==> src/rtl/axi_rd_pkg.sv <==
// Shared types and constants for the AXI read-channel arbiter: field widths,
// slave address map, slave indices and the FSM state encoding.
package axi_rd_pkg;

    localparam int ID_W    = 4;
    localparam int ADDR_W  = 32;
    localparam int LEN_W   = 4;
    localparam int SIZE_W  = 3;
    localparam int BURST_W = 2;
    localparam int DATA_W  = 32;
    localparam int RESP_W  = 2;
    localparam int SID_W   = 8;
    localparam int NUM_M   = 2;
    localparam int NUM_S   = 3;

    typedef logic [1:0] slv_idx_t;

    localparam slv_idx_t S_ROM  = 2'd0;
    localparam slv_idx_t S_IM   = 2'd1;
    localparam slv_idx_t S_DM   = 2'd2;
    localparam slv_idx_t S_NONE = 2'd3;

    localparam logic [ADDR_W-1:0] ROM_BASE = 32'h0000_0000;
    localparam logic [ADDR_W-1:0] ROM_MASK = 32'hFFFF_C000;
    localparam logic [ADDR_W-1:0] IM_BASE  = 32'h0001_0000;
    localparam logic [ADDR_W-1:0] IM_MASK  = 32'hFFFF_0000;
    localparam logic [ADDR_W-1:0] DM_BASE  = 32'h0002_0000;
    localparam logic [ADDR_W-1:0] DM_MASK  = 32'hFFFF_0000;

    localparam logic [RESP_W-1:0] RESP_DECERR = 2'b11;

    typedef enum logic [1:0] {
        IDLE,
        ADDR,
        DATA,
        DECERR
    } rd_state_e;

    typedef struct packed {
        logic [ID_W-1:0]    id;
        logic [ADDR_W-1:0]  addr;
        logic [LEN_W-1:0]   len;
        logic [SIZE_W-1:0]  size;
        logic [BURST_W-1:0] burst;
    } ar_req_t;

    function automatic logic addr_hit(input logic [ADDR_W-1:0] a,
                                      input logic [ADDR_W-1:0] base,
                                      input logic [ADDR_W-1:0] mask);
        return (a & mask) == base;
    endfunction

endpackage

==> src/rtl/axi_rd_arbiter_if.sv <==
// Read-channel bundles: axi_rd_mst_if faces the two upstream masters,
// axi_rd_slv_if faces the three downstream slaves.
interface axi_rd_mst_if;
    import axi_rd_pkg::*;

    logic [NUM_M-1:0][ID_W-1:0]    M_ARID;
    logic [NUM_M-1:0][ADDR_W-1:0]  M_ARADDR;
    logic [NUM_M-1:0][LEN_W-1:0]   M_ARLEN;
    logic [NUM_M-1:0][SIZE_W-1:0]  M_ARSIZE;
    logic [NUM_M-1:0][BURST_W-1:0] M_ARBURST;
    logic [NUM_M-1:0]              M_ARVALID;
    logic [NUM_M-1:0]              M_ARREADY;
    logic [NUM_M-1:0][ID_W-1:0]    M_RID;
    logic [NUM_M-1:0][DATA_W-1:0]  M_RDATA;
    logic [NUM_M-1:0][RESP_W-1:0]  M_RRESP;
    logic [NUM_M-1:0]              M_RLAST;
    logic [NUM_M-1:0]              M_RVALID;
    logic [NUM_M-1:0]              M_RREADY;

    modport master (
        output M_ARID, M_ARADDR, M_ARLEN, M_ARSIZE, M_ARBURST, M_ARVALID, M_RREADY,
        input  M_ARREADY, M_RID, M_RDATA, M_RRESP, M_RLAST, M_RVALID
    );
    modport slave (
        input  M_ARID, M_ARADDR, M_ARLEN, M_ARSIZE, M_ARBURST, M_ARVALID, M_RREADY,
        output M_ARREADY, M_RID, M_RDATA, M_RRESP, M_RLAST, M_RVALID
    );
endinterface

interface axi_rd_slv_if;
    import axi_rd_pkg::*;

    logic [NUM_S-1:0][SID_W-1:0]   S_ARID;
    logic [NUM_S-1:0][ADDR_W-1:0]  S_ARADDR;
    logic [NUM_S-1:0][LEN_W-1:0]   S_ARLEN;
    logic [NUM_S-1:0][SIZE_W-1:0]  S_ARSIZE;
    logic [NUM_S-1:0][BURST_W-1:0] S_ARBURST;
    logic [NUM_S-1:0]              S_ARVALID;
    logic [NUM_S-1:0]              S_ARREADY;
    logic [NUM_S-1:0][SID_W-1:0]   S_RID;
    logic [NUM_S-1:0][DATA_W-1:0]  S_RDATA;
    logic [NUM_S-1:0][RESP_W-1:0]  S_RRESP;
    logic [NUM_S-1:0]              S_RLAST;
    logic [NUM_S-1:0]              S_RVALID;
    logic [NUM_S-1:0]              S_RREADY;

    modport master (
        output S_ARID, S_ARADDR, S_ARLEN, S_ARSIZE, S_ARBURST, S_ARVALID, S_RREADY,
        input  S_ARREADY, S_RID, S_RDATA, S_RRESP, S_RLAST, S_RVALID
    );
    modport slave (
        input  S_ARID, S_ARADDR, S_ARLEN, S_ARSIZE, S_ARBURST, S_ARVALID, S_RREADY,
        output S_ARREADY, S_RID, S_RDATA, S_RRESP, S_RLAST, S_RVALID
    );
endinterface

==> src/rtl/axi_rd_decoder.sv <==
// Address decoder: maps a read address onto ROM / IM / DM, or S_NONE when
// the address falls outside every window.
module axi_rd_decoder
    import axi_rd_pkg::*;
(
    input  logic [ADDR_W-1:0] addr,
    output slv_idx_t          slv
);

    always_comb begin
        slv = S_NONE;
        if (addr_hit(addr, ROM_BASE, ROM_MASK)) begin
            slv = S_ROM;
        end else if (addr_hit(addr, IM_BASE, IM_MASK)) begin
            slv = S_IM;
        end else if (addr_hit(addr, DM_BASE, DM_MASK)) begin
            slv = S_DM;
        end
    end

endmodule

==> src/rtl/axi_rd_arbiter.sv <==
// Two-master / three-slave AXI read arbiter with a single outstanding burst
// and local DECERR generation. Define AXI_RD_RR_ARB_EN for round-robin grants.
module axi_rd_arbiter
    import axi_rd_pkg::*;
(
    input  logic               ACLK,
    input  logic               ARESETn,
    axi_rd_mst_if.slave        m,
    axi_rd_slv_if.master       s,
    output logic [1:0]         select
);

    rd_state_e   state_q, state_d;
    ar_req_t     ar_q, ar_d;
    logic        g_q, g_d;
    slv_idx_t    slv_q, slv_d;
    logic [4:0]  cnt_q, cnt_d;
    logic [1:0]  select_q, select_d;

    logic        gnt;
    logic        ar_req;
    ar_req_t     ar_in;
    slv_idx_t    dec_slv;

    // Response side of the currently selected slave / granted master.
    logic                 r_vld, r_last, ar_rdy, m_rready_g;
    logic [SID_W-1:0]     r_id;
    logic [DATA_W-1:0]    r_data;
    logic [RESP_W-1:0]    r_resp;
    logic                 unused_rid;

    assign ar_req = |m.M_ARVALID;

`ifdef AXI_RD_RR_ARB_EN
    logic last_q, last_d;

    always_comb begin
        if (m.M_ARVALID == 2'b11) gnt = ~last_q;
        else                      gnt = m.M_ARVALID[1];
    end
`else
    assign gnt = ~m.M_ARVALID[0] & m.M_ARVALID[1];
`endif

    always_comb begin
        ar_in       = '0;
        ar_in.id    = m.M_ARID[gnt];
        ar_in.addr  = m.M_ARADDR[gnt];
        ar_in.len   = m.M_ARLEN[gnt];
        ar_in.size  = m.M_ARSIZE[gnt];
        ar_in.burst = m.M_ARBURST[gnt];
    end

    axi_rd_decoder u_dec (
        .addr (ar_in.addr),
        .slv  (dec_slv)
    );

    always_comb begin
        r_vld  = 1'b0;
        r_last = 1'b0;
        ar_rdy = 1'b0;
        r_id   = '0;
        r_data = '0;
        r_resp = '0;
        for (int i = 0; i < NUM_S; i++) begin
            if (slv_q == slv_idx_t'(i)) begin
                r_vld  = s.S_RVALID[i];
                r_last = s.S_RLAST[i];
                ar_rdy = s.S_ARREADY[i];
                r_id   = s.S_RID[i];
                r_data = s.S_RDATA[i];
                r_resp = s.S_RRESP[i];
            end
        end
        m_rready_g = m.M_RREADY[g_q];
    end

    // Master RID is only 4 bits; the upper nibble carries the master tag.
    assign unused_rid = ^r_id[SID_W-1:ID_W];

    always_comb begin
        state_d  = state_q;
        ar_d     = ar_q;
        g_d      = g_q;
        slv_d    = slv_q;
        cnt_d    = cnt_q;
        select_d = select_q;
`ifdef AXI_RD_RR_ARB_EN
        last_d   = last_q;
`endif
        case (state_q)
            IDLE: begin
                if (ar_req) begin
                    ar_d     = ar_in;
                    g_d      = gnt;
                    slv_d    = dec_slv;
                    select_d = gnt ? 2'd2 : 2'd1;
`ifdef AXI_RD_RR_ARB_EN
                    last_d   = gnt;
`endif
                    if (dec_slv == S_NONE) begin
                        state_d = DECERR;
                        cnt_d   = {1'b0, ar_in.len} + 5'd1;
                    end else begin
                        state_d = ADDR;
                    end
                end
            end
            ADDR: begin
                if (ar_rdy) state_d = DATA;
            end
            DATA: begin
                if (r_vld && m_rready_g && r_last) begin
                    state_d  = IDLE;
                    select_d = 2'd0;
                end
            end
            DECERR: begin
                if (m_rready_g) begin
                    cnt_d = cnt_q - 5'd1;
                    if (cnt_q == 5'd1) begin
                        state_d  = IDLE;
                        select_d = 2'd0;
                    end
                end
            end
            default: state_d = IDLE;
        endcase
    end

    always_ff @(posedge ACLK) begin
        if (!ARESETn) begin
            state_q  <= IDLE;
            ar_q     <= '0;
            g_q      <= 1'b0;
            slv_q    <= S_ROM;
            cnt_q    <= '0;
            select_q <= 2'd0;
`ifdef AXI_RD_RR_ARB_EN
            last_q   <= 1'b1;
`endif
        end else begin
            state_q  <= state_d;
            ar_q     <= ar_d;
            g_q      <= g_d;
            slv_q    <= slv_d;
            cnt_q    <= cnt_d;
            select_q <= select_d;
`ifdef AXI_RD_RR_ARB_EN
            last_q   <= last_d;
`endif
        end
    end

    always_comb begin
        m.M_ARREADY = '0;
        m.M_RID     = '0;
        m.M_RDATA   = '0;
        m.M_RRESP   = '0;
        m.M_RLAST   = '0;
        m.M_RVALID  = '0;
        s.S_ARID    = '0;
        s.S_ARADDR  = '0;
        s.S_ARLEN   = '0;
        s.S_ARSIZE  = '0;
        s.S_ARBURST = '0;
        s.S_ARVALID = '0;
        s.S_RREADY  = '0;
        case (state_q)
            IDLE: begin
                // Gated by reset so no handshake can be offered while held in reset.
                if (ARESETn && ar_req) m.M_ARREADY[gnt] = 1'b1;
            end
            ADDR: begin
                for (int i = 0; i < NUM_S; i++) begin
                    if (slv_q == slv_idx_t'(i)) begin
                        s.S_ARVALID[i] = 1'b1;
                        s.S_ARID[i]    = {3'b000, g_q, ar_q.id};
                        s.S_ARADDR[i]  = ar_q.addr;
                        s.S_ARLEN[i]   = ar_q.len;
                        s.S_ARSIZE[i]  = ar_q.size;
                        s.S_ARBURST[i] = ar_q.burst;
                    end
                end
            end
            DATA: begin
                m.M_RVALID[g_q] = r_vld;
                m.M_RLAST[g_q]  = r_last;
                m.M_RID[g_q]    = r_id[ID_W-1:0];
                m.M_RDATA[g_q]  = r_data;
                m.M_RRESP[g_q]  = r_resp;
                for (int i = 0; i < NUM_S; i++) begin
                    if (slv_q == slv_idx_t'(i)) s.S_RREADY[i] = m_rready_g;
                end
            end
            DECERR: begin
                m.M_RVALID[g_q] = 1'b1;
                m.M_RLAST[g_q]  = (cnt_q == 5'd1);
                m.M_RID[g_q]    = ar_q.id;
                m.M_RRESP[g_q]  = RESP_DECERR;
            end
            default: ;
        endcase
    end

    assign select = select_q;

endmodule

==> src/flat_wrapper.sv <==
// flat-port wrapper written by rule: the top's interface ports become plain ports
module axi_rd_arbiter_flat import axi_rd_pkg::*;
  (ACLK, ARESETn, select, m_M_ARID, m_M_ARADDR, m_M_ARLEN, m_M_ARSIZE, m_M_ARBURST, m_M_ARVALID, m_M_RREADY, m_M_ARREADY, m_M_RID, m_M_RDATA, m_M_RRESP, m_M_RLAST, m_M_RVALID, s_S_ARID, s_S_ARADDR, s_S_ARLEN, s_S_ARSIZE, s_S_ARBURST, s_S_ARVALID, s_S_RREADY, s_S_ARREADY, s_S_RID, s_S_RDATA, s_S_RRESP, s_S_RLAST, s_S_RVALID);
  axi_rd_mst_if m_i ();
  axi_rd_slv_if s_i ();
  input  logic ACLK;
  input  logic ARESETn;
  output logic [1:0] select;
  input wire logic [$bits(m_i.M_ARID)-1:0] m_M_ARID;
  input wire logic [$bits(m_i.M_ARADDR)-1:0] m_M_ARADDR;
  input wire logic [$bits(m_i.M_ARLEN)-1:0] m_M_ARLEN;
  input wire logic [$bits(m_i.M_ARSIZE)-1:0] m_M_ARSIZE;
  input wire logic [$bits(m_i.M_ARBURST)-1:0] m_M_ARBURST;
  input wire logic [$bits(m_i.M_ARVALID)-1:0] m_M_ARVALID;
  input wire logic [$bits(m_i.M_RREADY)-1:0] m_M_RREADY;
  output wire logic [$bits(m_i.M_ARREADY)-1:0] m_M_ARREADY;
  output wire logic [$bits(m_i.M_RID)-1:0] m_M_RID;
  output wire logic [$bits(m_i.M_RDATA)-1:0] m_M_RDATA;
  output wire logic [$bits(m_i.M_RRESP)-1:0] m_M_RRESP;
  output wire logic [$bits(m_i.M_RLAST)-1:0] m_M_RLAST;
  output wire logic [$bits(m_i.M_RVALID)-1:0] m_M_RVALID;
  output wire logic [$bits(s_i.S_ARID)-1:0] s_S_ARID;
  output wire logic [$bits(s_i.S_ARADDR)-1:0] s_S_ARADDR;
  output wire logic [$bits(s_i.S_ARLEN)-1:0] s_S_ARLEN;
  output wire logic [$bits(s_i.S_ARSIZE)-1:0] s_S_ARSIZE;
  output wire logic [$bits(s_i.S_ARBURST)-1:0] s_S_ARBURST;
  output wire logic [$bits(s_i.S_ARVALID)-1:0] s_S_ARVALID;
  output wire logic [$bits(s_i.S_RREADY)-1:0] s_S_RREADY;
  input wire logic [$bits(s_i.S_ARREADY)-1:0] s_S_ARREADY;
  input wire logic [$bits(s_i.S_RID)-1:0] s_S_RID;
  input wire logic [$bits(s_i.S_RDATA)-1:0] s_S_RDATA;
  input wire logic [$bits(s_i.S_RRESP)-1:0] s_S_RRESP;
  input wire logic [$bits(s_i.S_RLAST)-1:0] s_S_RLAST;
  input wire logic [$bits(s_i.S_RVALID)-1:0] s_S_RVALID;
  assign m_i.M_ARID = m_M_ARID;
  assign m_i.M_ARADDR = m_M_ARADDR;
  assign m_i.M_ARLEN = m_M_ARLEN;
  assign m_i.M_ARSIZE = m_M_ARSIZE;
  assign m_i.M_ARBURST = m_M_ARBURST;
  assign m_i.M_ARVALID = m_M_ARVALID;
  assign m_i.M_RREADY = m_M_RREADY;
  assign m_M_ARREADY = m_i.M_ARREADY;
  assign m_M_RID = m_i.M_RID;
  assign m_M_RDATA = m_i.M_RDATA;
  assign m_M_RRESP = m_i.M_RRESP;
  assign m_M_RLAST = m_i.M_RLAST;
  assign m_M_RVALID = m_i.M_RVALID;
  assign s_S_ARID = s_i.S_ARID;
  assign s_S_ARADDR = s_i.S_ARADDR;
  assign s_S_ARLEN = s_i.S_ARLEN;
  assign s_S_ARSIZE = s_i.S_ARSIZE;
  assign s_S_ARBURST = s_i.S_ARBURST;
  assign s_S_ARVALID = s_i.S_ARVALID;
  assign s_S_RREADY = s_i.S_RREADY;
  assign s_i.S_ARREADY = s_S_ARREADY;
  assign s_i.S_RID = s_S_RID;
  assign s_i.S_RDATA = s_S_RDATA;
  assign s_i.S_RRESP = s_S_RRESP;
  assign s_i.S_RLAST = s_S_RLAST;
  assign s_i.S_RVALID = s_S_RVALID;
  axi_rd_arbiter u_core (.ACLK(ACLK), .ARESETn(ARESETn), .m(m_i), .s(s_i), .select(select));
endmodule
==> config.mk <==
export PLATFORM = sky130hd
export DESIGN_NAME = axi_rd_arbiter_flat
export DESIGN_NICKNAME = d
export VERILOG_FILES = /design/src/rtl/axi_rd_pkg.sv /design/src/rtl/axi_rd_arbiter_if.sv /design/src/rtl/axi_rd_decoder.sv /design/src/rtl/axi_rd_arbiter.sv /design/src/flat_wrapper.sv
export SDC_FILE = /design/constraint.sdc
export NUM_CORES = 1
export LEC_CHECK = 0
export CAP_MARGIN = 5
export CORE_AREA = 2 2 180 182
export CTS_BUF_LIST = sky130_fd_sc_hd__clkbuf_8
export DETAILED_ROUTE_END_ITERATION = 12
export DIE_AREA = 0 0 182 184
export PLACE_DENSITY = 0.54
export SLEW_MARGIN = 10
export SYNTH_ARGS = -nofsm -noshare
export SYNTH_HDL_FRONTEND = slang
export SYNTH_SLANG_ARGS = --single-unit
==> constraint.sdc <==
create_clock -name ACLK -period 1.8 [get_ports ACLK]
set_clock_uncertainty 0.15 [all_clocks]
set_input_delay 0.18 -clock ACLK [delete_from_list [all_inputs] [get_ports ACLK]]
set_output_delay 0.18 -clock ACLK [all_outputs]
set_load 0.03 [all_outputs]
# After elaboration in Yosys (flattened, before gate mapping)
# Index checks and enable logic that the tools add are counted.
# op_classes
addsub	2
magnitude_cmp	4
eq_ne	15
mux	92
bitwise_logic	9
n_reduce_logical	15
# op_table
operator	n
2-to-1 mux 32 bit	9
2-to-1 mux 96 bit	1
bitwise AND 64 bit	1
2-to-1 mux 64 bit	1
2-to-1 mux 4 bit	11
2-to-1 mux 2 bit	21
demux 32 bit (select 1 bit)	1
zero test 32 bit	1
2-to-1 mux 5 bit	6
2-to-1 mux 24 bit	1
2-to-1 mux 3 bit	7
2-to-1 mux 1 bit	20
bitwise AND 8 bit	2
== test 16 x 1 -> 1 bit (second input constant)	1
== test 16 x 2 -> 1 bit (second input constant)	1
case mux 8 bit (2 select lines)	1
2-to-1 mux 12 bit	1
!= test 2 x 1 -> 1 bit (second input constant)	6
case mux 5 bit (2 select lines)	1
AND reduction 5 bit	2
2-to-1 mux 9 bit	1
== test 2 bit (second input constant)	4
case mux 2 bit (2 select lines)	2
case mux 2 bit (4 select lines)	1
23 further kinds	34
# totals
ff_bits	57
in_bits	231
output_inout_bits	237
word_cells	147

# Longest topological paths before layout
# Gate-level depths: netlist of run 1.
# logic_depth
depth_word	12
ltp_mapped	10

# By module
# Synthesis of run 1 repeated with hierarchy kept, for this count alone.
# hier_totals
hier_cells	750
area_unflattened_um2	5109.9
# modules_own_cells
mod	instances	cells_each	area_each_um2	seq_area_each_um2
axi_rd_arbiter	1	740	5052.3	1141.1
axi_rd_decoder	1	10	57.6	0.0

# Worst setup path before layout of run 1
# OpenSTA, ideal clock, no wires.
# synth_timing
kind	register to output
from	reg u_core.slv_q[1]
to	out s_S_RREADY[0]
t_arrival_ns	1.682
required_ns	1.470
slack_ns	-0.212
path_stages_with_launch	4
cell_sequence	dfxtp_1 -> clkbuf_1 -> buf_1 -> nor4_1
# synth_via
elab_chain_cells	3
# synth_rtl
element	line_no	text
start, declared	axi_rd_arbiter.sv:16	slv_idx_t slv_q, slv_d;
start signal, assigned	axi_rd_arbiter.sv:147	slv_q <= slv_d;
zero test 2 bit	axi_rd_arbiter.sv:194	if (slv_q == slv_idx_t'(i)) s.S_RREADY[i] = m_rready_g;
2-to-1 mux 1 bit	axi_rd_arbiter.sv:194	
2-to-1 mux 3 bit	axi_rd_arbiter.sv:170	case (state_q)
end, declared	flat_wrapper.sv:28	output wire logic [$bits(s_i.S_RREADY)-1:0] s_S_RREADY;
# No other way between the ends.

# Final worst setup path of run 1
# layout_timing
from	reg u_core.slv_q[0]
to	out s_S_ARADDR[95]
# layout_via
elab_chain_cells	3
# layout_rtl
element	line_no	text
== test 2 bit	axi_rd_arbiter.sv:177	if (slv_q == slv_idx_t'(i)) begin
2-to-1 mux 32 bit	axi_rd_arbiter.sv:177	
2-to-1 mux 96 bit	axi_rd_arbiter.sv:170	
end, declared	flat_wrapper.sv:23	output wire logic [$bits(s_i.S_ARADDR)-1:0] s_S_ARADDR;
# No other way between the ends.

==> qor.csv, run 1 <==
metric,value,unit
dpl hpwl,24.6,mm
Avg Synthesized Cell Area,6.63,um^2
Antenna diodes,0,
Initial DRC Count,392,
final setup margin,-0.383,ns
Die ar.,0.0335,mm^2
CTS tree,done,
RePlAce Congestion,0.872,
area grow syn2layout,146,%
cell count after placement,1651,
post-route cell area,0.0127,mm^2
Initial Util,16.4,%
grt total ovfl,0,
routed len/inst,19.4,um
CTS Buf Count,9,
Clock Latency Late Sink,0.37,ns
Post-CTS Hold Fix Bufs,0,
WS Path Type,reg2out,
"Cell Count, Final, Fillers Out",1709,
failing checks,setup timing,
number of setup violations in the final report,228,
pins over their slew limit,0,
distinct cell type count after synthesis,55,
status,finished with violations,
Tot GR Track Use,18.0,%
largest net degree at the start of global routing,70,
clock root buffer,clkbuf_8,
"Data required, critical path",1.47,ns
first-pass GRT wire length,45.8,mm
HP Class,in2reg,
Pre-Repair DR Iteration Count,5,
Leak Pwr,5.50,nW
Post-DP Area,0.0105,mm^2
DIE HEIGHT,184,um
Synth area leaders,"dfxtp_1 (22%), and2_1 (17%), nor2_1 (13%), mux2i_1 (9.1%), nand2_1 (7.9%)",
Final min period,2.18,ns
Post-Synthesis Cells,777,
Final Hold Viols,0,
Routed Antenna Nets,0,
Crit. End Element,primary output,
initial antenna violation count,0,
Core Rows,65,
Worst-path clk slew,0.08,ns
register bit total from synthesis,57,
Via density,4.41,
"Seq/Total Area, Yosys",22.1,%
Sink Count,57,
period utilization,121,%
fin nets,1536,
share of cells above drive strength 1,46.1,%
vias in the first global route,7278,
drc violations,0,
via count,7534,
startpoint types,flip-flop,
Port Buffers,446,
Synth area leader,dfxtp_1,
Ports,468,
maximum vdd drop,0.305,mV
Max-Cap Viols,0,
RSZ-0062 raised after global routing,yes,
setup TNS,-66.05,ns
die width,182,um
share of the synthesized area in the top cell type,22.1,%
Ys Warns,0,
PwrDens,647,mW/mm^2
Max Freq,458,MHz
H-tree levels,3,
Routed Wire Length,33.2,mm
core area,0.0314,mm^2
clk buf depth,2,
critical-path maximum fanout,9,
"Arr. time, crit path",1.85,ns
area of the mapped netlist,0.00515,mm^2
-- worst max-delay path, cell delays in order, from the launching register on --
cell	delay, ns
dfxtp_2	0.34
buf_12	0.16
buf_8	0.14
nand2b_4	0.14
nor2_4	0.12
buf_6	0.16
buf_16	0.15
and2_4	0.15
buf_6	0.12
-- timing repair --
item | in CTS | in global routing
pin swaps | 13 | 12
endpoints found under the setup margin | 236 | 278
buffers inserted | 27 | 5
cloned | 7 | 9
gates resized for setup | 262 | 117
hold endpoints to repair | 0 | 0
-- path summary, 6_finish.rpt --
kind / slack (ns) / to / from / cells past startpoint
hold reg to reg: 0.36 / u_core.cnt_q[4]$_SDFFE_PN0P_ / u_core.cnt_q[4]$_SDFFE_PN0P_ / 2
hold / removal: 0.008 / u_core.ar_q[31]$_SDFFE_PN0P_ / m_M_ARADDR[54] / 3
setup / recovery: -0.38 / s_S_ARADDR[95] / u_core.slv_q[0]$_SDFFE_PN0P_ / 8
setup reg to reg: -0.21 / u_core.select[0]$_SDFFE_PN0P_ / u_core.slv_q[0]$_SDFFE_PN0P_ / 9
-- cell families (layout without fill, tap and decap cells) --
| kind of cell | after synthesis | in the layout | synth area share (%) |
|---|---|---|---|
| AND/OR/NAND/NOR | 459 | 459 | 42.0 |
| AO/OA/AOI/OAI | 123 | 123 | 17.0 |
| buffers and inverters | 81 | 603 | 7.45 |
| flip-flops | 57 | 57 | 22.1 |
| multiplexers | 50 | 50 | 10.1 |
| adder cells (fa/ha/maj) | 3 | 3 | 0.728 |
| XOR/XNOR | 3 | 3 | 0.510 |
| other | 1 | 9 | 0.0728 |
-- cell usage in the layout, fill, tap and decap left out, drive strengths merged, types with 3 or more instances in the layout --
cell type | netlist | layout
buf | 33 | 356
clkdlybuf4s50 | 0 | 210
nor2 | 173 | 173
and2 | 139 | 139
nand2 | 109 | 109
dfxtp | 57 | 57
mux2i | 48 | 48
a21oi | 41 | 41
a311oi | 40 | 40
clkbuf | 45 | 17
o21ai | 12 | 12
dlymetal6s2s | 0 | 10
conb | 1 | 9
nor4 | 7 | 7
nand2b | 6 | 6
a211oi | 6 | 6
o211ai | 5 | 5
nor3 | 5 | 5
nand3 | 4 | 4
inv | 3 | 4
nor2b | 4 | 4
nand3b | 3 | 3
ha | 3 | 3
clkinv | 0 | 3
-- registers in the layout (all words and copies together), names as in the netlist --
name	count
u_core.ar_q	45
u_core.cnt_q	5
u_core.g_q	1
u_core.select	2
u_core.slv_q	2
u_core.state_q	2
-- final cells by class --
type	count	area, um^2
fill	3116	18700
timing repair buffer	584	6340
clock buffer	9	124
inverter	3	11.3
multi-input combinational	647	4410
sequential	57	1150
tap	402	503
clock inverter	7	103
-- report_power, final --
part | internal (W) | switching [W]
clock | 0.000790 | 0.000625
sequential | 0.00149 | 0.000279
combinational | 0.00246 | 0.00254
total | 0.00474 | 0.00344
-- cell usage after synthesis, drive strengths merged --
library cell,instances
nand2,109
o32ai,2
o2111ai,1
o211ai,5
a31o,1
nor4b,1
o21a,2
o22ai,1
buf,33
dfxtp,57
nand3,4
inv,3
clkbuf,45
xnor2,2
o2bb2ai,2
mux2,2
a21o,1
nor2,173
ha,3
nor3,5
conb,1
nor3b,1
a311oi,40
and2,139
nor4,7
and3,2
a221oi,1
a22oi,2
or3,1
o31ai,1
or2,2
nand4,2
xor2,1
a31oi,2
o21bai,1
a211oi,6
o221ai,1
a21boi,1
nand3b,3
nand2b,6
a21oi,41
o21ai,12
nor2b,4
mux2i,48
-- metrics by stage --
step	hold slack, ns	worst slack, ns	util, %	power [W]
floorplan	0.183	-0.207	-	0.00372
global placement	0.334	-0.867	33.4	0.00568
detailed placement	0.346	-0.894	33.4	0.00570
CTS	0.190	-0.394	38.3	0.00782
global route	0.00787	-0.447	40.3	0.00865
finish	0.00849	-0.383	40.3	0.00818
-- routing by layer --
layer  vias up  share of wire, %  track usage [%]
met5         -                 0                0
met4         0               1.1             3.32
met3        23               3.9             2.83
met2       219                50             30.8
met1      3637                45             24.1
li1       3655                 -                -
(Power assumes the default switching activity.)
==> run 2, diff against run 1 <==
- GPL_TIMING_DRIVEN: unset -> 0
==> qor.csv, run 2 (synthesis results as in run 1) <==
metric,value,unit,change
Final Hold Viols,0,,unchanged
startpoint types,flip-flop,,
maximum vdd drop,0.253,mV,-17%
share of cells above drive strength 1,41.3,%,-4.8 points
Max-Cap Viols,0,,unchanged
RSZ-0062 raised after global routing,yes,,
critical-path maximum fanout,10,,+1
worst-margin pin slew,0.686,ns,
Tot GR Track Use,18.1,%,+0.080 points
fin nets,1493,,-2.8%
Via density,4.36,,-1.0%
Final min period,2.19,ns,+0.00478 ns
grt total ovfl,0,,unchanged
critical path cell sequence,"clkbuf_8, nand2b_1, nor2_4, buf_8, buf_4, and2_2, clkbuf_4",,
met3 Track Usage GR,4.04,%,+1.2 points
Ports,468,,unchanged
Initial DRC Count,286,,-27%
number of setup violations in the final report,252,,+11%
area grow syn2layout,114,%,
largest net degree at the start of global routing,11,,-84%
PwrDens,654,mW/mm^2,+1.1%
Top Registers,"u_core.ar_q: 45 flops, u_core.cnt_q: 5 flops",,
Crit. End Element,primary output,,
H-tree levels,3,,unchanged
first-pass GRT wire length,45.3,mm,-1.1%
final setup margin,-0.388,ns,-0.00478 ns
routed len/inst,19.8,um,+1.8%
Sink Count,57,,unchanged
core area,0.0314,mm^2,unchanged
Core Rows,65,,unchanged
CTS tree,done,,
Worst-path clk slew,0.06,ns,-0.02 ns
largest register by flop count,u_core.ar_q,,
CTS Buf Count,9,,unchanged
Routed Antenna Nets,0,,unchanged
Post-CTS Hold Fix Bufs,0,,unchanged
Pre-Repair DR Iteration Count,5,,unchanged
Clock Latency Late Sink,0.34,ns,-0.03 ns
Leak Pwr,4.77,nW,-13%
setup TNS,-68.37,ns,-2.32 ns
"commonest cells after routing, fill and taps aside","clkdlybuf4s50_1 (215), nor2_1 (140), nand2_1 (105), buf_4 (105), and2_2 (90)",,
Antenna diodes,0,,unchanged
dpl hpwl,27.0,mm,+9.5%
met2 Usage GRT,31.7,%,+0.90 points
"Arr. time, crit path",1.86,ns,about the same
fin util,35.2,%,-5.1 points
pre-CTS worst setup slack,-1.49,ns,-0.597 ns
clock root buffer,clkbuf_8,,
drc violations,0,,unchanged
RePlAce Congestion,0.861,,-1.3%
die width,182,um,unchanged
global routing usage on met1,22.8,%,-1.2 points
Port Buffers,446,,unchanged
Slew HR,54.3,%,
Initial Util,16.4,%,unchanged
WS Path Type,reg2out,,
clk buf depth,2,,unchanged
"Data required, critical path",1.47,ns,about the same
busiest layer in global routing,met2,,
initial antenna violation count,1,,+1
Die ar.,0.0335,mm^2,unchanged
via count,7271,,-3.5%
pins over their slew limit,0,,unchanged
period utilization,122,%,+0.27 points
status,finished with violations,,
max reg flops,45,,unchanged
vias in the first global route,7055,,-3.1%
slowest CP cell,dfxtp_1,,
CP max stage delay,0.32,ns,-0.02 ns
Power Total,0.00722,W,-12%
WHS,0.0483,ns,+0.0398 ns
Max Freq,457,MHz,-0.22%
failing checks,setup timing,,
DIE HEIGHT,184,um,unchanged
Routed Wire Length,33.0,mm,-0.77%
"most common cell after layout, fill and taps aside",clkdlybuf4s50_1,,
HP Class,in2reg,,
-- run 2: cell types whose count changed in the layout (fill, tap and decap cells not counted), moves of 42 or more --
cell	previous run	this run
buf_4	148	105
clkbuf_4	0	53
and2_4	73	0
buf_6	161	52
and2_2	46	90
buf_2	0	42
-- run 2: area by class of cell --
class                      instances  area [um^2]
inverter                           3         11.3
timing repair buffer             465         4210
multi-input combinational        647         4210
fill                            3377        20400
sequential                        57         1150
clock inverter                     4         42.5
buffer                            76          738
tap                              402          503
clock buffer                      12          165
-- run 2: layer usage --
metal / vias up / wire (um)
met4: 2 / 414
li1: 3556 / -
met2: 252 / 16600
met1: 3433 / 14100
met3: 28 / 1830
met5: - / 13
-- run 2: metrics by stage --
step | cells | area [um^2]
2_1_floorplan | 785 | 5340
3_3_place_gp | 1633 | 10300
3_5_place_dp | 1633 | 10300
4_1_cts | 1656 | 10400
5_1_grt | 1666 | 11000
6_report | 1666 | 11000
-- run 2: path summary, 6_finish.rpt --
check                               startpoint                             to  slack, ns  cells after the start
setup / recovery  u_core.slv_q[1]$_SDFFE_PN0P_                 s_S_ARADDR[35]      -0.39                      7
hold reg to reg   u_core.cnt_q[4]$_SDFFE_PN0P_   u_core.cnt_q[4]$_SDFFE_PN0P_       0.34                      2
hold / removal                  m_M_ARADDR[23]   u_core.ar_q[32]$_SDFFE_PN0P_       0.05                      3
setup reg to reg  u_core.slv_q[0]$_SDFFE_PN0P_  u_core.select[0]$_SDFFE_PN0P_      -0.16                      8
-- run 2: worst max-delay path, delay by kind of cell (launching register included) --
family,cells,cell delay [ns]
AND/OR/NAND/NOR,3,0.51
flip-flops,1,0.32
buffers and inverters,4,0.68
-- run 2: what timing repair did --
| item | CTS | global route |
|---|---|---|
| pin swaps | 2 | 10 |
| setup buffers | 7 | 9 |
| resized for setup | 1209 | 357 |
| setup endpoints to repair | 280 | 280 |
| gates cloned | 1 | 2 |
-- run 2: power by group --
group / total, W / leakage [nW] / switching [W] / internal, W
logic: 0.00417 / 4.18 / 0.00233 / 0.00184
registers: 0.00176 / 0.473 / 0.000264 / 0.00149
clock network: 0.00129 / 0.115 / 0.000549 / 0.000742
total: 0.00722 / 4.77 / 0.00314 / 0.00408
==> run 3, diff against run 2 <==
- HOLD_SLACK_MARGIN: unset -> 0.03
==> results of run 3 <==
The final DEF is identical to that of run 2; final timing and power are the same.
